[src/rtl/sdram_frame_fetch.sv]
// Streams one frame of 16-bit pixels from SDRAM into the display FIFO as fixed-length read bursts.
// Optional build macro FETCH_DBUF_EN: alternate frame base between BASE0 and BASE1 on each accepted frame start.
module sdram_frame_fetch #(
  parameter int                ADDR_W      = 22,
  parameter int                FIFO_AW     = 10,
  parameter int                BURST       = 8,
  parameter int                FRAME_WORDS = 307200,
  parameter logic [ADDR_W-1:0] BASE0       = 22'h000000,
  parameter logic [ADDR_W-1:0] BASE1       = 22'h080000
) (
  input  logic               clk,
  input  logic               rst,
  input  logic               frame_start,
  input  logic [FIFO_AW-1:0] fifo_usedw,
  output logic               fifo_wrreq,
  output logic [15:0]        fifo_wrdata,
  output logic               fifo_aclr,
  output logic               sdr_rd_req,
  output logic [ADDR_W-1:0]  sdr_rd_addr,
  input  logic               sdr_rd_ack,
  input  logic               sdr_rd_valid,
  input  logic [15:0]        sdr_rd_data,
  output logic               frame_done
);

  typedef enum logic [2:0] {IDLE, CHECK, REQ, DATA, DONE, FLUSH} state_t;

  localparam int                 BW        = $clog2(BURST);
  localparam logic [FIFO_AW:0]   ROOM      = (FIFO_AW+1)'(2**FIFO_AW - 2*BURST);
  localparam logic [ADDR_W-1:0]  BURST_A   = ADDR_W'(BURST);
  localparam logic [ADDR_W-1:0]  FRAME_A   = ADDR_W'(FRAME_WORDS);
  localparam logic [BW-1:0]      LAST_BEAT = BW'(BURST-1);

  state_t              state_q, state_d;
  logic [ADDR_W-1:0]   offset_q, offset_d;
  logic [ADDR_W-1:0]   addr_q, addr_d;
  logic [BW-1:0]       beat_q, beat_d;
  logic                pend_q, pend_d;
  logic                req_q, req_d;
  logic                aclr_q, aclr_d;
  logic                wr_q, wr_d;
  logic [15:0]         wrdata_q, wrdata_d;
  logic                done_q, done_d;
  logic [ADDR_W-1:0]   base;
  logic                room;
  logic                restart;

  assign room    = {1'b0, fifo_usedw} <= ROOM;
  assign restart = frame_start && (state_q == IDLE || state_q == CHECK || state_q == DONE);

`ifdef FETCH_DBUF_EN
  // sel_q resets to 1 so the first accepted frame start selects BASE0.
  logic sel_q;
  logic accept;
  assign accept = restart ||
                  (frame_start && !pend_q && (state_q == REQ || state_q == DATA));
  assign base   = sel_q ? BASE1 : BASE0;

  always_ff @(posedge clk or posedge rst) begin
    if (rst)         sel_q <= 1'b1;
    else if (accept) sel_q <= ~sel_q;
  end
`else
  localparam logic SEL_FIXED = 1'b0;
  assign base = SEL_FIXED ? BASE1 : BASE0;
`endif

  always_comb begin
    state_d  = state_q;
    offset_d = offset_q;
    addr_d   = addr_q;
    beat_d   = beat_q;
    pend_d   = pend_q;
    req_d    = req_q;
    wr_d     = 1'b0;
    wrdata_d = wrdata_q;
    done_d   = 1'b0;
    case (state_q)
      IDLE, DONE: if (restart) state_d = FLUSH;
      CHECK: begin
        if (restart) begin
          state_d = FLUSH;
        end else if (room) begin
          req_d   = 1'b1;
          addr_d  = base + offset_q;
          state_d = REQ;
        end
      end
      REQ: begin
        if (frame_start) pend_d = 1'b1;
        if (sdr_rd_ack) begin
          req_d    = 1'b0;
          offset_d = offset_q + BURST_A;
          beat_d   = '0;
          state_d  = DATA;
        end
      end
      DATA: begin
        if (frame_start) pend_d = 1'b1;
        // Words of a burst overtaken by a frame start still drain, but never reach the FIFO.
        if (sdr_rd_valid) begin
          beat_d = beat_q + BW'(1);
          if (!pend_q) begin
            wr_d     = 1'b1;
            wrdata_d = sdr_rd_data;
          end
          if (beat_q == LAST_BEAT) begin
            done_d = !pend_q && (offset_q == FRAME_A);
            if (pend_q || frame_start)   state_d = FLUSH;
            else if (offset_q == FRAME_A) state_d = DONE;
            else                          state_d = CHECK;
          end
        end
      end
      FLUSH:   state_d = CHECK;
      default: state_d = IDLE;
    endcase
    if (state_d == FLUSH) begin
      offset_d = '0;
      pend_d   = 1'b0;
    end
    aclr_d = (state_d == FLUSH);
  end

  always_ff @(posedge clk or posedge rst) begin
    if (rst) begin
      state_q  <= IDLE;
      offset_q <= '0;
      addr_q   <= BASE0;
      beat_q   <= '0;
      pend_q   <= 1'b0;
      req_q    <= 1'b0;
      aclr_q   <= 1'b0;
      wr_q     <= 1'b0;
      wrdata_q <= '0;
      done_q   <= 1'b0;
    end else begin
      state_q  <= state_d;
      offset_q <= offset_d;
      addr_q   <= addr_d;
      beat_q   <= beat_d;
      pend_q   <= pend_d;
      req_q    <= req_d;
      aclr_q   <= aclr_d;
      wr_q     <= wr_d;
      wrdata_q <= wrdata_d;
      done_q   <= done_d;
    end
  end

  assign fifo_wrreq  = wr_q;
  assign fifo_wrdata = wrdata_q;
  assign fifo_aclr   = aclr_q;
  assign sdr_rd_req  = req_q;
  assign sdr_rd_addr = addr_q;
  assign frame_done  = done_q;

endmodule

[config.mk]
export PLATFORM = sky130hd
export DESIGN_NAME = sdram_frame_fetch
export DESIGN_NICKNAME = d
export VERILOG_FILES = /design/src/rtl/sdram_frame_fetch.sv
export SDC_FILE = /design/constraint.sdc
export NUM_CORES = 1
export LEC_CHECK = 0
export CORE_ASPECT_RATIO = 1.1
export CORE_UTILIZATION = 45
export DETAILED_ROUTE_END_ITERATION = 6
export GPL_ROUTABILITY_DRIVEN = 0
export PLACE_DENSITY = 0.78
export SYNTH_ARGS = -nofsm -noshare
export SYNTH_HDL_FRONTEND = slang
export SYNTH_SLANG_ARGS = --single-unit
export TNS_END_PERCENT = 20
[constraint.sdc]
create_clock -name clk -period 3 [get_ports clk]
set_input_delay 0.6 -clock clk [delete_from_list [all_inputs] [get_ports clk]]
set_output_delay 0.6 -clock clk [all_outputs]
set_load 0.01 [all_outputs]
; Yosys cells after proc, flatten, opt, wreduce, memory -nomap -nowiden
; Index checks and enable logic that the tools add are counted.
[op_classes]
addsub = 2
mul = 0
div = 0
order_cmp = 1
n_eq_ne = 12
shifts = 0
muxes = 28
n_bitwise = 2
reduce_logical = 21
[op_table]
columns = cell, n
row1 = 2-to-1 mux 22 bit, 3
row2 = 2-to-1 mux 3 bit, 10
row3 = "adder 22 x 4 -> 22 bit, second input constant", 1
row4 = "== test 22 x 19 -> 1 bit, second input constant", 1
row5 = one-hot mux 3 bit (5 select lines), 1
row6 = "== test 3 bit, second input constant", 4
row7 = 2-to-1 mux 1 bit, 12
row8 = nonzero test 2 bit, 6
row9 = "<= comparator 10 bit, second input constant", 1
row10 = AND reduction 3 bit, 3
row11 = "!= test 2 bit, second input constant", 4
row12 = "== test 3 x 2 -> 1 bit, second input constant", 2
row13 = one-hot mux 3 bit (2 select lines), 1
row14 = AND reduction 2 bit, 2
row15 = AND reduction 4 bit, 1
row16 = OR reduction 2 bit, 2
row17 = "adder 3 x 1 -> 3 bit, second input constant", 1
row18 = "== test 3 x 1 -> 1 bit, second input constant", 1
row19 = logical NOT 3 bit, 1
row20 = logical OR 1 bit, 3
row21 = logical AND 1 bit, 2
row22 = inverter 1 bit, 2
row23 = one-hot mux 1 bit (2 select lines), 1
row24 = logical NOT 1 bit, 1
[totals]
reg_bits = 71
latch_bits = 0
ramBits = 0
romBits = 0
input_bits = 31
out_inout_bits = 42
elab_cells = 76
memories = 0

; Depth between registers and ports, before layout
; Gate-level depths: netlist of the first run.
[depth]
ltp_word = 9
mapped_depth = 8
depth_no_buf = 7

; Worst setup path before layout of the first run
; Ideal clock, no wire load.
[synth_timing]
kind = in2reg
startpoint = input port fifo_usedw[0]
endpoint = register addr_q[17] (netlist: sdr_rd_addr[17])
setup_time_ns = 0.125
arrival_ns = 1.889
t_required_ns = 2.875
setup_slack_ns = 0.986
cell_stages = 5
n_path_buf = 1
path_cell_list = nor4_1 nor3_1 or4_4 buf_6 mux2_4
[synth_between]
elab_chain_len = 2
[synth_rtl]
columns = item, line_no
row1 = "start, declared", 14  ; input logic [FIFO_AW-1:0] fifo_usedw,
row2 = <= comparator 10 bit, 48  ; assign room = {1'b0, fifo_usedw} <= ROOM;
row3 = AND reduction 3 bit (no line), --
row4 = "end signal, assigned", 140  ; addr_q <= addr_d;
row5 = "end, declared", 36  ; logic [ADDR_W-1:0] addr_q, addr_d;
; No other way between the ends.
; A chain may end at the register's enable or synchronous reset.

; Worst setup path in the final report of the first run
[layout_timing]
startpoint = input port fifo_usedw[0]
endpoint = register addr_q[16] (netlist: sdr_rd_addr[16])
; Same word-level chain as after synthesis.

==> metrics.md, run 1 <==
| Metric | Value |
|---|---|
| Synth Area in Simple Gates | `0.147` |
| Total Power | `2.78 mW` |
| End of the worst hold path | `fifo_wrdata[3]$_DFFE_PP0P_` |
| Fill cell count | `~500` |
| Crit share post-route | `0.749` |
| Dominant cell by count in the synthesized netlist | `dfrtp_1` |
| Total Routing Usage GR | `0.179` |
| CTS tree | `done` |
| Top FF cell, synth | `dfrtp_1` |
| Max Clock Freq | `0.445 GHz` |
| Post-layout util | `0.627` |
| Die X | `approximately 79 um` |
| Register-to-register setup slack | `around 0.9 ns` |
| Global-route wire length before repair | `~9.3 mm` |
| Setup TNS Final | `0 ns` |
| Pre-CTS setup slack | `between 0.4 and 0.5 ns` |
| CP Max Fanout | `21` |
| CTS Hold Bufs | `0` |
| Worst Hold Depth | `1` |
| Die H | `a little under 90 um` |
| Post-synth top cells | `dfrtp_1 (65), nor2_1 (24), mux2_4 (18), mux2_2 (17), nand2_1 (15)` |
| Initial antenna violation count | `0` |
| CP Capture Type | `flop` |
| RSZ-0062 raised after global routing | `false` |
| Power Dens Cells | `between 700 and 800 nW/um^2` |
| Grt total ovfl | `0` |
| Cell area after synthesis | `2930 sq um` |
| Worst endpoint required time | `3.21 ns` |
| Buffers inserted by post-CTS timing repair | `0` |
| Leak | `between 1.5 and 2 nW` |
| 1st-iter DRT viols | `around 140` |
| Share of cells above drive strength 1 | `0.199` |
| CTS max path bufs | `2` |
| Final Hold Fails | `0` |
| Setup Viol. Count Final | `0` |
| DR vias/cell | `roughly 5.2` |
| Die ar. | `6830 sq um` |
| Routed Antenna Nets | `0` |
| RR Endpoint | `offset_q[9]$_DFFE_PP0P_` |
| Multiplexer area fraction after synthesis | `0.161` |
| Hpwl dp | `slightly below 4 mm` |
| Synth area leader | `dfrtp_1` |
| Largest family of logic cells by synthesized area | `multiplexers` |
| Yosys top cell area share | `0.556` |
| Row count | `30` |
| Sequential element share of the synthesized area | `0.556` |
| Worst-margin pin slew | `between 0.7 and 0.8 ns` |
| Setup crit start kind | `input port` |
| Post-Syn Area per Cell | `approximately 13 sq um` |
| DRC | `0` |
| Synthesis Warnings | `0` |
| Distinct cells, synth | `40` |
| Largest net degree at the start of global routing | `66` |
| Synth Area in Adders | `0.0128` |
| Skew-Pair Late Insertion Delay | `between 0.3 and 0.4 ns` |
| Fin crit period | `~2.2 ns` |
| Worst-path clk slew | `roughly 0.07 ns` |
| Switch Pwr | `777 uW` |
| Final wirelength | `roughly 5.5 mm` |
| EDFF count, synth | `0` |
| Max-cap violation count | `0` |
| Synth top area cells | `dfrtp_1 (56%), mux2_4 (9.2%), mux2_2 (6.5%), xor2_1 (3.9%), nor2_1 (3.1%)` |
| Initial Util | `0.470` |
| GR met2 Demand/Resource | `0.292` |
| Outcome | `completed` |
| Met1 usage | `0.224` |
| Maximum vdd drop | `490 uV` |
| Synthesized instance count | `between 200 and 250` |
| Seq pwr share | `0.415` |
| CTS root buf | `clkbuf_8` |
| Setup Crit Path Kind | `in -> reg` |
| Core area | `6230 sq um` |
| Clock Sinks | `65` |
| Combinational share of power | `0.286` |
| PortBufs | `69` |
| Post-synth ARST share | `1.00` |
| Xor and xnor area share after synthesis | `0.0509` |
| Reg2reg start | `beat_q[0]$_DFFE_PP0P_` |
| Worst Reg-to-Reg Cells | `8` |
| CTS buffer count | `9` |
| Layout area overhead | `33.5%` |
| Max Slew Vio Count | `0` |
| GRT Max-Usage Layer | `met2` |
| Worst Slack Setup Final | `between 0.7 and 0.8 ns` |
| Area fraction in compound gates after synthesis | `0.0376` |
| Sw Share | `0.279` |
| Worst EP arrival | `~2.5 ns` |
| H-tree levels | `3` |
| Vias | `just over 2000` |
| Clk network pwr share | `0.299` |
| Hold Crit Class | `reg -> reg` |
| Synth Register Bits | `65` |
| Post-route clock skew | `between 0.007 and 0.008 ns` |
| Vias in the first global route | `between 2000 and 2500` |
| CTS resizes | `0` |
| DR WL/cell | `roughly 14 um` |
| Global-route met3 utilization | `0.0389` |
| Hold_sp | `fifo_wrdata[3]$_DFFE_PP0P_` |
| Int Pwr | `around 2.0 mW` |
| TritonRoute pass-1 iters | `4` |
| Slew margin rel. | `0.503` |
| Num ports | `73` |
| Hold WS | `between 0.5 and 0.6 ns` |
| Fin nets | `340` |
| Antenna Cells | `0` |
-- cells by family (layout without fill, tap and decap cells) --
family / count (synthesis) / count (layout)
other: 1 / 3
buffers and inverters: 14 / 92
AO/OA/AOI/OAI: 17 / 17
AND/OR/NAND/NOR: 78 / 78
multiplexers: 36 / 36
adder cells (fa/ha/maj): 3 / 3
XOR/XNOR: 17 / 17
flip-flops: 65 / 65
-- flip-flops by register name (all words and copies together) (netlist names) --
signal       flops
beat_q           3
state_q          3
sdr_rd_req       1
sdr_rd_addr     19
frame_done       1
pend_q           1
fifo_aclr        1
fifo_wrreq       1
offset_q        19
fifo_wrdata     16
-- per-stage QoR --
stage               instances  instance area [sq um]
global placement          375                   3680
floorplan                 233                   2930
finish                    391                   3910
CTS                       391                   3910
detailed placement        375                   3680
global route              391                   3910
-- worst max-delay path: stages --
cell	delay [ns]
clkdlybuf4s50_1	0.40
nor4_1	0.28
nor3_1	0.09
or4_4	0.70
mux2_4	0.37
-- routing by layer --
metal | part of all wire | vias to the layer above
li1 | - | 957
met1 | 0.43 | 999
met2 | 0.50 | 68
met3 | 0.049 | 12
met4 | 0.025 | 0
met5 | 0 | -
-- area by class of cell --
type / instances / area, sq um / area share
Sequential cell: 65 / 1630 / 0.416
Multi-Input combinational cell: 154 / 1210 / 0.310
Timing Repair Buffer: 72 / 726 / 0.186
Clock buffer: 11 / 151 / 0.0388
Tap cell: 80 / 100 / 0.0256
Clock inverter: 5 / 77.6 / 0.0199
Inverter: 4 / 15.0 / 0.00384
-- worst max path at each step --
stage                        startpoint                     endpoint  cells after the start
after floorplan                     rst        beat_q[0]$_DFFE_PP0P_                      1
after global placement    fifo_usedw[0]   sdr_rd_addr[7]$_DFFE_PP0P_                      5
after detailed placement  fifo_usedw[0]   sdr_rd_addr[3]$_DFFE_PP0P_                      5
after CTS                 fifo_usedw[0]   sdr_rd_addr[3]$_DFFE_PP0P_                      5
after global routing      fifo_usedw[0]  sdr_rd_addr[16]$_DFFE_PP0P_                      5
final                     fifo_usedw[0]  sdr_rd_addr[16]$_DFFE_PP0P_                      5
-- power by group through the flow --
stage | Sequential [mW] | Clock (mW) | Combinational [mW]
2_1_floorplan | 1.21 | 0 | 0.413
3_3_place_gp | 1.16 | 0 | 0.787
3_5_place_dp | 1.17 | 0 | 0.805
4_1_cts | 1.16 | 0.848 | 0.808
5_1_grt | 1.18 | 0.882 | 0.864
6_report | 1.15 | 0.833 | 0.797
-- cells in the final DEF, fill, tap and decap left out, drive strengths merged, types with 3 or more instances in the layout --
cell            n
conb            3
dfrtp          65
mux2           35
nand2          15
and3            4
a21oi           4
buf             3
nor2           25
nor4            6
o21ai           6
xor2           13
nand3           6
nand4           4
ha              3
xnor2           4
clkdlybuf4s50  69
inv             4
and4            3
clkbuf         11
No activity file was read; power rests on OpenSTA's default activity.
==> inputs of run 2 (changes only) <==
Clock period 3 ns to 2.29 ns, I/O delays scaled along.
==> run 2 against run 1 <==
Compared with the run above:
- register-to-register slack got worse by 0.61 ns
- largest cell class unchanged
- count of clock-buffer cells in the layout unchanged
- core utilization increased by 0.80 points
- sequential share of layout area decreased by 0.53 points
- critical endpoint is now sdr_rd_addr[11]$_DFFE_PP0P_
- global-route usage increased by 0.32 points
==> metrics.md, run 2 (synthesis results as in run 1) <==
| Metric | Value |
|---|---|
| Outcome | `completed (unchanged)` |
| Crit share post-route | `0.884` |
| Worst-path clk slew | `0.07 ns (about the same)` |
| CTS resizes | `0 (unchanged)` |
| Vias | `2038 (was 2036)` |
| Reg area | `1630 sq um (unchanged)` |
| CP max stage delay | `0.50 ns (was 0.70 ns)` |
| Worst endpoint required time | `2.51 ns (was 3.21 ns)` |
| PortBufs | `69 (unchanged)` |
| Maximum vdd drop | `440 uV (was 490 uV)` |
| Setup Viol. Count Final | `0 (unchanged)` |
| CTS Hold Bufs | `0 (unchanged)` |
| Total Power | `3.58 mW (was 2.78 mW)` |
| Die H | `86.6 um (unchanged)` |
| CP bufs+invs | `2 (was 1)` |
| Max Clock Freq | `0.494 GHz` |
| Crit path max-delay family | `simple AND/OR/NAND/NOR gates (unchanged)` |
| Final Hold Fails | `0 (unchanged)` |
| Fill cell count | `491 (was 510)` |
| Setup Crit Path Kind | `in -> reg (unchanged)` |
| Hold WS | `0.406 ns (was 0.506 ns)` |
| Buffers inserted by post-CTS timing repair | `0 (unchanged)` |
| Slowest cell on crit path | `or4_4 (unchanged)` |
| Num ports | `73 (unchanged)` |
| Antenna Cells | `0 (unchanged)` |
| TritonRoute pass-1 iters | `4 (unchanged)` |
| CTS buffer count | `9 (unchanged)` |
| Total Routing Usage GR | `0.182 (was 0.179)` |
| Row count | `30 (unchanged)` |
| Hold Crit Class | `in -> async (was reg -> reg)` |
| Fin crit period | `a little over 2 ns` |
| Layout area overhead | `35.2% (was 33.5%)` |
| Setup TNS Final | `0 ns (unchanged)` |
| Post-route clock skew | `0.00590 ns (was 0.00751 ns)` |
| DR vias/cell | `5.13 (was 5.21)` |
| Footprint of the multi-input gates | `1210 sq um (unchanged)` |
| RSZ-0062 raised after global routing | `false (unchanged)` |
| 1st-iter DRT viols | `62 (was 143)` |
| Leak | `1.82 nW (was 1.80 nW)` |
| CP Capture Type | `flop (unchanged)` |
| Share of cells above drive strength 1 | `0.211 (was 0.199)` |
| Die ar. | `6830 sq um (unchanged)` |
| Initial antenna violation count | `0 (unchanged)` |
| H-tree levels | `3 (unchanged)` |
| DRC | `0 (unchanged)` |
| Routed Antenna Nets | `0 (unchanged)` |
| Final wirelength | `5.65 mm (was 5.47 mm)` |
| Clock Sinks | `65 (unchanged)` |
| Worst-path cell chain | `clkdlybuf4s50_1 -> nor4_1 -> nor3_1 -> or4_4 -> buf_12 -> mux2_4 (was clkdlybuf4s50_1 -> nor4_1 -> nor3_1 -> or4_4 -> mux2_4)` |
| Hpwl dp | `4.11 mm (was 3.94 mm)` |
| Die X | `78.9 um (unchanged)` |
| Setup crit start kind | `input port (unchanged)` |
| Most common cell after layout, fill and taps aside | `clkdlybuf4s50_1 (unchanged)` |
| DR WL/cell | `14.2 um (was 14.0 um)` |
| Vias in the first global route | `1994 (was 2035)` |
| Max-cap violation count | `0 (unchanged)` |
| Power Dens Cells | `904 nW/um^2 (was 713 nW/um^2)` |
| Grt total ovfl | `0 (unchanged)` |
| Highest-count cells in the layout ignoring fill and taps | `clkdlybuf4s50_1 (69), dfrtp_1 (65), nor2_1 (24) (unchanged)` |
| CTS root buf | `clkbuf_8 (unchanged)` |
| Initial Util | `0.470 (unchanged)` |
| CTS max path bufs | `2 (unchanged)` |
| Largest net degree at the start of global routing | `51 (was 66)` |
| Post-layout util | `0.635 (was 0.627)` |
| Core area | `6230 sq um (unchanged)` |
| Max Slew Vio Count | `0 (unchanged)` |
| Worst EP arrival | `2.25 ns (was 2.46 ns)` |
| CP Max Fanout | `21 (unchanged)` |
| Fin nets | `346 (was 340)` |
| CTS tree | `done (unchanged)` |
| Global-route wire length before repair | `9.23 mm (was 9.33 mm)` |
| Skew-Pair Late Insertion Delay | `0.34 ns (was 0.33 ns)` |
[run 2: changes by cell type in the layout (fill, tap and decap cells not counted)]
| cell | delta |
|---|---|
| clkbuf_1 | +1 |
| buf_12 | +3 |
| buf_4 | +3 |
| clkbuf_8 | -1 |
| clkinvlp_4 | +1 |
| bufinv_16 | -1 |
[run 2: final timing paths]
check,start,end,slack (ns),cells past startpoint
setup / recovery,fifo_usedw[0],sdr_rd_addr[11]$_DFFE_PP0P_,0.27,6
setup reg to reg,beat_q[0]$_DFFE_PP0P_,offset_q[4]$_DFFE_PP0P_,0.29,8
max in group asynchronous,rst,offset_q[4]$_DFFE_PP0P_,1.31,3
min in group clk,fifo_wrdata[6]$_DFFE_PP0P_,fifo_wrdata[6]$_DFFE_PP0P_,0.51,1
hold / removal,rst,fifo_wrdata[3]$_DFFE_PP0P_,0.41,2
hold reg to reg,fifo_wrdata[6]$_DFFE_PP0P_,fifo_wrdata[6]$_DFFE_PP0P_,0.51,1
[run 2: power breakdown]
group          switching [mW]  internal [mW]  total [mW]  leakage [nW]
Combinational           0.455          0.652        1.11         0.859
Clock                   0.422          0.528       0.950        0.0953
Sequential              0.156           1.36        1.52         0.868
[run 2: metrics by stage]
| stage | setup WS (ns) | cells | cell area (sq um) |
|---|---|---|---|
| 6_report | 0.266 | 397 | 3960 |
| 5_1_grt | 0.127 | 397 | 3960 |
| 4_1_cts | 0.272 | 397 | 3960 |
| 3_5_place_dp | -0.0547 | 381 | 3760 |
| 3_3_place_gp | -0.0518 | 381 | 3760 |
| 2_1_floorplan | 0.206 | 233 | 2930 |
[run 2: layout make-up]
type	count	area share
tap	80	0.0253
multi-input combinational	154	0.306
inverter	4	0.00380
clock buffer	11	0.0357
clock inverter	5	0.0139
timing repair buffer	78	0.204
sequential	65	0.411
[run 2: routing by layer]
layer / track usage / vias up / wire [um]
met4: 0.0975 / 0 / 134
met5: 0 / - / 0
met2: 0.293 / 70 / 2710
met1: 0.218 / 988 / 2490
li1: - / 966 / -
met3: 0.0579 / 14 / 317
